File: config.mk
export PLATFORM = sky130hd
export DESIGN_NAME = serial_add_ctrl_flat
export DESIGN_NICKNAME = d
export VERILOG_FILES = /design/src/rtl/serial_add_ctrl_if.sv /design/src/rtl/serial_add_ctrl.sv /design/src/flat_wrapper.sv
export SDC_FILE = /design/constraint.sdc
export NUM_CORES = 1
export LEC_CHECK = 0
export ABC_CLOCK_PERIOD_IN_PS = 2300
export CORE_MARGIN = 4
export CORE_UTILIZATION = 40
export DETAILED_ROUTE_END_ITERATION = 8
export GPL_TIMING_DRIVEN = 0
export PLACE_DENSITY = 0.67
export SETUP_SLACK_MARGIN = 0.15
export SLEW_MARGIN = 20
export SYNTH_ARGS = -nofsm -noshare
export SYNTH_HDL_FRONTEND = slang
export SYNTH_HIERARCHICAL = 1
export SYNTH_SLANG_ARGS = --single-unit
export TNS_END_PERCENT = 5
File: constraint.sdc
create_clock -name clk -period 2.3 [get_ports clk]
set_clock_uncertainty 0.15 [all_clocks]
set_input_delay 0.345 -clock clk [delete_from_list [all_inputs] [get_ports clk]]
set_output_delay 0.345 -clock clk [all_outputs]
set_load 0.01 [all_outputs]
File: src/rtl/serial_add_ctrl_if.sv
// rtl/serial_add_ctrl_if.sv - start/done handshake and operand/result bundle for serial_add_ctrl
// The sub signal exists only when SERIAL_ADD_SUB_EN is defined.
interface serial_add_ctrl_if #(parameter int WIDTH = 8);
  logic             start;
  logic [WIDTH-1:0] a;
  logic [WIDTH-1:0] b;
  logic             cin;
`ifdef SERIAL_ADD_SUB_EN
  logic             sub;
`endif
  logic             busy;
  logic             done;
  logic [WIDTH-1:0] sum;
  logic             cout;
  logic             overflow;

  modport master (
    output start, a, b, cin,
`ifdef SERIAL_ADD_SUB_EN
    output sub,
`endif
    input  busy, done, sum, cout, overflow
  );

  modport slave (
    input  start, a, b, cin,
`ifdef SERIAL_ADD_SUB_EN
    input  sub,
`endif
    output busy, done, sum, cout, overflow
  );
endinterface

File: src/rtl/serial_add_ctrl.sv
// rtl/serial_add_ctrl.sv - serial adder sequencer driving a 2-bit ripple slice over WIDTH/2 cycles
// Define SERIAL_ADD_SUB_EN to add the subtract path (a - b via ~b and carry-in 1).
module full_adder (
  input  logic a,
  input  logic b,
  input  logic ci,
  output logic s,
  output logic co
);
  assign s  = a ^ b ^ ci;
  assign co = (a & b) | (ci & (a ^ b));
endmodule

module serial_add_ctrl #(
  parameter int WIDTH = 8
) (
  input  logic              clk,
  input  logic              reset,
  serial_add_ctrl_if.slave  bus
);
  localparam int NPAIRS = WIDTH / 2;
  localparam int CW     = $clog2(NPAIRS) + 1;
  localparam logic [CW-1:0] LAST = CW'(NPAIRS - 1);

  typedef enum logic [1:0] {IDLE, RUN, DONE} state_t;

  state_t           state;
  logic [WIDTH-1:0] a_q, b_q, res_q, res_next, sum_q;
  logic [CW-1:0]    count;
  logic             carry;
  logic             busy_q, done_q, cout_q, ovf_q;
  logic             s0, s1, c1, c2;
  logic [WIDTH-1:0] b_load;
  logic             carry_load;

`ifdef SERIAL_ADD_SUB_EN
  assign b_load     = bus.sub ? ~bus.b : bus.b;
  assign carry_load = bus.sub | bus.cin;
`else
  assign b_load     = bus.b;
  assign carry_load = bus.cin;
`endif

  full_adder fa0 (.a(a_q[0]), .b(b_q[0]), .ci(carry), .s(s0), .co(c1));
  full_adder fa1 (.a(a_q[1]), .b(b_q[1]), .ci(c1),    .s(s1), .co(c2));

  // Slice sum enters from the top so the LS pair ends at bit 0 after the last shift.
  always_comb begin
    res_next            = res_q >> 2;
    res_next[WIDTH-1]   = s1;
    res_next[WIDTH-2]   = s0;
  end

  always_ff @(posedge clk) begin
    if (reset) begin
      state  <= IDLE;
      a_q    <= '0;
      b_q    <= '0;
      res_q  <= '0;
      carry  <= 1'b0;
      count  <= '0;
      busy_q <= 1'b0;
      done_q <= 1'b0;
      sum_q  <= '0;
      cout_q <= 1'b0;
      ovf_q  <= 1'b0;
    end else begin
      case (state)
        IDLE, DONE: begin
          done_q <= 1'b0;
          if (bus.start) begin
            a_q    <= bus.a;
            b_q    <= b_load;
            carry  <= carry_load;
            count  <= '0;
            busy_q <= 1'b1;
            state  <= RUN;
          end else begin
            state  <= IDLE;
          end
        end
        RUN: begin
          a_q   <= a_q >> 2;
          b_q   <= b_q >> 2;
          carry <= c2;
          res_q <= res_next;
          count <= count + CW'(1);
          // c1 here is the carry into the MSB, giving signed overflow directly.
          if (count == LAST) begin
            state  <= DONE;
            busy_q <= 1'b0;
            done_q <= 1'b1;
            sum_q  <= res_next;
            cout_q <= c2;
            ovf_q  <= c1 ^ c2;
          end
        end
        default: state <= IDLE;
      endcase
    end
  end

  assign bus.busy     = busy_q;
  assign bus.done     = done_q;
  assign bus.sum      = sum_q;
  assign bus.cout     = cout_q;
  assign bus.overflow = ovf_q;
endmodule

File: src/flat_wrapper.sv
// flat-port wrapper written by rule: the top's interface ports become plain ports
module serial_add_ctrl_flat 
#(
  parameter int WIDTH = 8
)
  (clk, reset, bus_start, bus_a, bus_b, bus_cin, bus_busy, bus_done, bus_sum, bus_cout, bus_overflow);
  serial_add_ctrl_if #(.WIDTH(WIDTH)) bus_i ();
  input  logic clk;
  input  logic reset;
  input wire logic [$bits(bus_i.start)-1:0] bus_start;
  input wire logic [$bits(bus_i.a)-1:0] bus_a;
  input wire logic [$bits(bus_i.b)-1:0] bus_b;
  input wire logic [$bits(bus_i.cin)-1:0] bus_cin;
  output wire logic [$bits(bus_i.busy)-1:0] bus_busy;
  output wire logic [$bits(bus_i.done)-1:0] bus_done;
  output wire logic [$bits(bus_i.sum)-1:0] bus_sum;
  output wire logic [$bits(bus_i.cout)-1:0] bus_cout;
  output wire logic [$bits(bus_i.overflow)-1:0] bus_overflow;
  assign bus_i.start = bus_start;
  assign bus_i.a = bus_a;
  assign bus_i.b = bus_b;
  assign bus_i.cin = bus_cin;
  assign bus_busy = bus_i.busy;
  assign bus_done = bus_i.done;
  assign bus_sum = bus_i.sum;
  assign bus_cout = bus_i.cout;
  assign bus_overflow = bus_i.overflow;
  serial_add_ctrl #(.WIDTH(WIDTH)) u_core (.clk(clk), .reset(reset), .bus(bus_i));
endmodule
### Word level (Yosys, flattened, before mapping)

Index checks and enable logic that the tools add are counted.

| cells by class | value |
|---|---|
| $add $sub $neg | 1 |
| equality and inequality tests | 5 |
| multiplexer cells | 16 |
| bitwise gates (word level) | 11 |
| reduce and logical (&&, ||, !) cells | 7 |

Operator list:

| cell | count |
|---|---|
| 8-bit one-hot mux with 2 select lines | 2 |
| 8-bit two-way mux | 2 |
| 1-bit one-hot mux with 2 select lines | 3 |
| 3-bit one-hot mux with 2 select lines | 1 |
| 2-bit AND reduction | 3 |
| 1-bit two-way mux | 5 |
| 1-bit XOR | 5 |
| 1-bit bitwise AND | 4 |
| 2-bit one-hot mux with 2 select lines | 1 |
| 3-bit by 1-bit adder with 3-bit output, second input constant | 1 |
| 3-bit by 2-bit == test with 1-bit output, second input constant | 1 |
| 3-bit two-way mux | 1 |
| 3-bit AND reduction | 1 |
| 2-bit by 1-bit == test with 1-bit output, second input constant | 1 |
| 2-bit == test, second input constant | 1 |
| 2-bit logical NOT | 1 |
| 2-bit two-way mux | 1 |
| 2-bit by 1-bit inequality test with 1-bit output, second input constant | 1 |
| 2-bit inequality test, second input constant | 1 |
| 1-bit OR | 2 |
| 2-bit nonzero test | 1 |
| 2-bit OR reduction | 1 |

| word-level totals | value |
|---|---|
| register bits after elaboration | 42 |
| input bits | 20 |
| output and inout port bits | 12 |

### Longest topological paths before layout

| depth | value |
|---|---|
| depth after elaboration | 6 |
| depth in mapped cells | 6 |
| depth with buffers taken out | 5 |

### Cells and area by module

The synthesis kept the hierarchy.

Modules (own cells, without submodules):

| module | times used | cells each | area each (sq um) |
|---|---|---|---|
| serial_add_ctrl | 1 | 179 | 1545.2 |
| full_adder | 2 | 1 | 20.0 |

### Worst setup path before layout

No wires, ideal clock.

| timing path | value |
|---|---|
| path type | reg-to-reg |
| from | register u_core.a_q[0] |
| to | register u_core.ovf_q (netlist: u_core/bus.overflow) |
| setup time | 0.086 ns |
| arrival time | 1.525 ns |
| setup slack | 0.540 ns |
| stages on the path, launching flop included | 5 |
| buffers on the path | 0 |
| period minus slack after synthesis | 1.760 ns |
| path through | dfxtp_1 fa_1 fa_1 xnor2_1 a211oi_1 |

| on the way | value |
|---|---|
| word-level cells in the longest chain between the ends | 6 |

Ends and longest elaborated chain:

| element | RTL line | text |
|---|---|---|
| start: declaration | serial_add_ctrl.sv:28 | `logic [WIDTH-1:0] a_q, b_q, res_q, res_next, sum_q;` |
| start signal: assignment | serial_add_ctrl.sv:72 | `a_q <= bus.a;` |
| start signal: assignment | serial_add_ctrl.sv:83 | `a_q <= a_q >> 2;` |
| 1-bit XOR | serial_add_ctrl.sv:11 | `assign co = (a & b) \| (ci & (a ^ b));` |
| 1-bit bitwise AND | serial_add_ctrl.sv:11 |  |
| 1-bit OR (*) | serial_add_ctrl.sv:11 |  |
| net u_core.c1 | serial_add_ctrl.sv:32 | `logic s0, s1, c1, c2;` |
| 1-bit bitwise AND (*) | serial_add_ctrl.sv:11 |  |
| 1-bit OR (*) | serial_add_ctrl.sv:11 |  |
| net u_core.c2 | serial_add_ctrl.sv:32 |  |
| 1-bit XOR (*) | serial_add_ctrl.sv:95 | `ovf_q <= c1 ^ c2;` |
| end signal: assignment | serial_add_ctrl.sv:95 |  |
| end: declaration | serial_add_ctrl.sv:31 | `logic busy_q, done_q, cout_q, ovf_q;` |

The timed path passes the listed nets; every way through them passes the cells marked *.
A chain may end at the register's enable or synchronous reset.

### Worst setup path after layout

Same ends and word-level chain as after synthesis.

==> metrics.md <==
| Metric | Value |
|---|---|
| Status | `completed` |
| CTS resizes | `0` |
| Clk pwr share | `34.3%` |
| Leakage | `0.000721 µW` |
| Async SR Flop Fraction | `0%` |
| Distinct cells, synth | `24` |
| Sw frac | `23.9%` |
| Switching power | `329 µW` |
| Buffers on Ports | `31` |
| CP max stage cell | `fa_1` |
| GP Congestion | `0.737` |
| Most used DFF post-synth | `dfxtp_1` |
| CP required | `2.36 ns` |
| Via density | `5.07` |
| Slew Limit Fails | `0` |
| Most frequent cells in the layout | `40 x dfxtp_1, 35 x nand2_1, 35 x a21oi_1, 31 x clkdlybuf4s50_1, 19 x nand3_1` |
| Synth Register Bits | `40` |
| Layout fillers | `391` |
| Max Cap Violations | `0` |
| EDFF count, synth | `0` |
| Root buf cell | `clkbuf_8` |
| Cts hold-fix bufs | `0` |
| Post-CTS Setup Bufs | `0` |
| Worst Max-Slew Pin Slew | `0.531 ns` |
| Int Pwr | `1050 µW` |
| Synth area leaders | `dfxtp_1 51%, a21oi_1 11%, nand2_1 8.3%` |
| Initial antenna violation count | `0` |
| Critical Path AT | `1.90 ns` |
| Fin cells | `268` |
| Number of global-route vias before repair | `1303` |
| Commonest non-fill, non-tap cell in the layout | `dfxtp_1` |
| Die W | `71.0 µm` |
| Post-Synthesis Cell Area | `1590 µm²` |
| Final setup viols | `0` |
| Worst rel slew slack | `64.6%` |
| Fin Setup TNS | `0 ns` |
| Crit-path cells | `fa_1, fa_1, xnor2_1, a211oi_1` |
| Final Hold Viols | `0` |
| Gr ovfl total | `0` |
| Die height | `71.0 µm` |
| Seq/Total Area, Yosys | `50.5%` |
| DRT Pass-1 Iters | `4` |
| Crit-path most repeated cell | `fa_1` |
| Pin count of the biggest net entering global routing | `12` |
| Combinational power share | `12.0%` |
| Cells after synthesis | `181` |
| Worst IR Drop VDD | `0.445 mV` |
| Syn_nets | `205` |
| HPWL after DPL | `2400 µm` |
| Starting Density | `42.3%` |
| Yosys Warn Count | `6` |
| N_diodes | `0` |
| P&R area growth vs syn | `29.0%` |
| Die Area | `5030 µm²` |
| Ratio of cells with drive above 1 in the final layout | `8.64%` |
| Crit path max fanout | `3` |
| Routed Antenna Nets | `0` |
| Pwr Density | `672 nW/µm²` |
| Clock Pin Slew Worst Setup and Hold Paths | `0.07 ns` |
| Placed Cells incl. Taps | `260` |
| Max incr delay on CP | `0.47 ns` |
| CTS tree | `done` |
| CTS HTree Levels | `2` |
| DRC violations left | `0` |
| CTS max path bufs | `2` |
| First-pass GRT wire length | `5750 µm` |
| Design area | `2050 µm²` |
| Ports | `32` |
| Via count | `1359` |
| Utilization after layout | `54.6%` |
| Overall routing resource usage | `14.5%` |
| Avg Synthesized Cell Area | `8.76 µm²` |
| HP Class | `reg2reg` |
| Final min period | `1.84 ns` |
| Clock latency at the later pin of the worst-skew pair | `0.29 ns` |
| Cell taking the most area after synthesis | `dfxtp_1` |
| CP startpoint kind | `register` |
| Register share of total power | `53.7%` |
| Clk sinks | `40` |
| Post-place instance area | `1960 µm²` |
| Site row count | `22` |
| Share of Yosys cell area claimed by the top area cell type | `50.5%` |
| Total Routed Length | `3380 µm` |
| Fmax | `543 MHz` |
| CTS Buf Count | `5` |
| Wire per inst | `12.6 µm` |
| RSZ-0062 raised after global routing | `no` |
| Total core area | `3740 µm²` |
| Setup crit end kind | `register` |
| Iter 0 DRT Violations | `69` |
| WS Path Type | `reg2reg` |
| Post-layout net count | `243` |
| Final period utilization | `80.1%` |
[routing by layer]
metal	wire length (µm)	global-route usage [%]	share of wire, %	vias up
met4	55	6.26	1.6	0
met5	0	0	0	-
met3	228	5.82	6.7	6
met1	1600	17.4	47	618
met2	1500	23.1	44	34
li1	-	-	-	701
[per-stage QoR]
stage                     setup WS [ns]  hold WS (ns)  power, µW
final                             0.458         0.304       1380
after global routing              0.399         0.331       1440
after CTS                         0.446         0.307       1400
after detailed placement          0.465         0.297        920
after global placement            0.476         0.292        919
after floorplan                   0.540         0.282        852
[cells in the mapped netlist (all sizes together), types with 2 or more instances]
cell type	instances
nand3	19
buf	11
nor2	4
ha	2
inv	2
a21oi	35
a22oi	13
clkbuf	4
nand2b	3
fa	2
dfxtp	40
nand2	35
[final cells by class]
class                      instances  area (µm²)  share of cell area [%]
clock buffer                       8        90.1                    4.40
timing repair buffer              31         310                    15.2
buffer                            15        87.6                    4.28
multi-input combinational        124         689                    33.7
inverter                           2        7.51                   0.367
tap                               48        60.1                    2.94
sequential                        40         801                    39.1
[power groups by stage]
stage | Combinational [µW] | Clock, µW | Sequential (µW)
floorplan | 101 | 0 | 752
global placement | 165 | 0 | 755
detailed placement | 165 | 0 | 755
CTS | 166 | 491 | 739
global route | 183 | 513 | 742
finish | 165 | 471 | 739
[critical path: cells and delay by family, from the launching register on]
| family | cells | cell delay [ns] |
|---|---|---|
| xor+xnor | 1 | 0.15 |
| compound gates | 1 | 0.21 |
| flops | 1 | 0.34 |
| fa+ha+maj | 2 | 0.91 |
[sequential cells by signal, summed over array words and instances, names as in the netlist]
signal,count
u_core/res_q,6
u_core/bus.sum,8
u_core/bus.busy,1
u_core/bus.overflow,1
u_core/bus.done,1
u_core/carry,1
u_core/a_q,8
u_core/bus.cout,1
u_core/count,3
u_core/b_q,8
u_core/state,2
[logic make-up (layout without fill, tap and decap cells)]
kind of cell | Yosys count | in the layout | share of synthesized area, %
AO/OA/AOI/OAI | 52 | 52 | 19.5
XOR/XNOR | 1 | 1 | 0.553
adder cells (fa/ha/maj) | 4 | 4 | 4.10
buffers and inverters | 17 | 56 | 6.00
flip-flops | 40 | 40 | 50.5
AND/OR/NAND/NOR | 67 | 67 | 19.3
[path summary, 6_finish.rpt]
check                           depth (start not counted)                   to              start  slack, ns
worst max register to register                          4  u_core/bus.overflow      u_core/a_q[0]       0.46
worst min-delay path                                    2    u_core/bus.sum[5]  u_core/bus.sum[5]       0.30
worst max-delay path                                    4  u_core/bus.overflow      u_core/a_q[0]       0.46
worst min register to register                          2    u_core/bus.sum[5]  u_core/bus.sum[5]       0.30
Note: power is estimated with default switching activity, not from simulation.
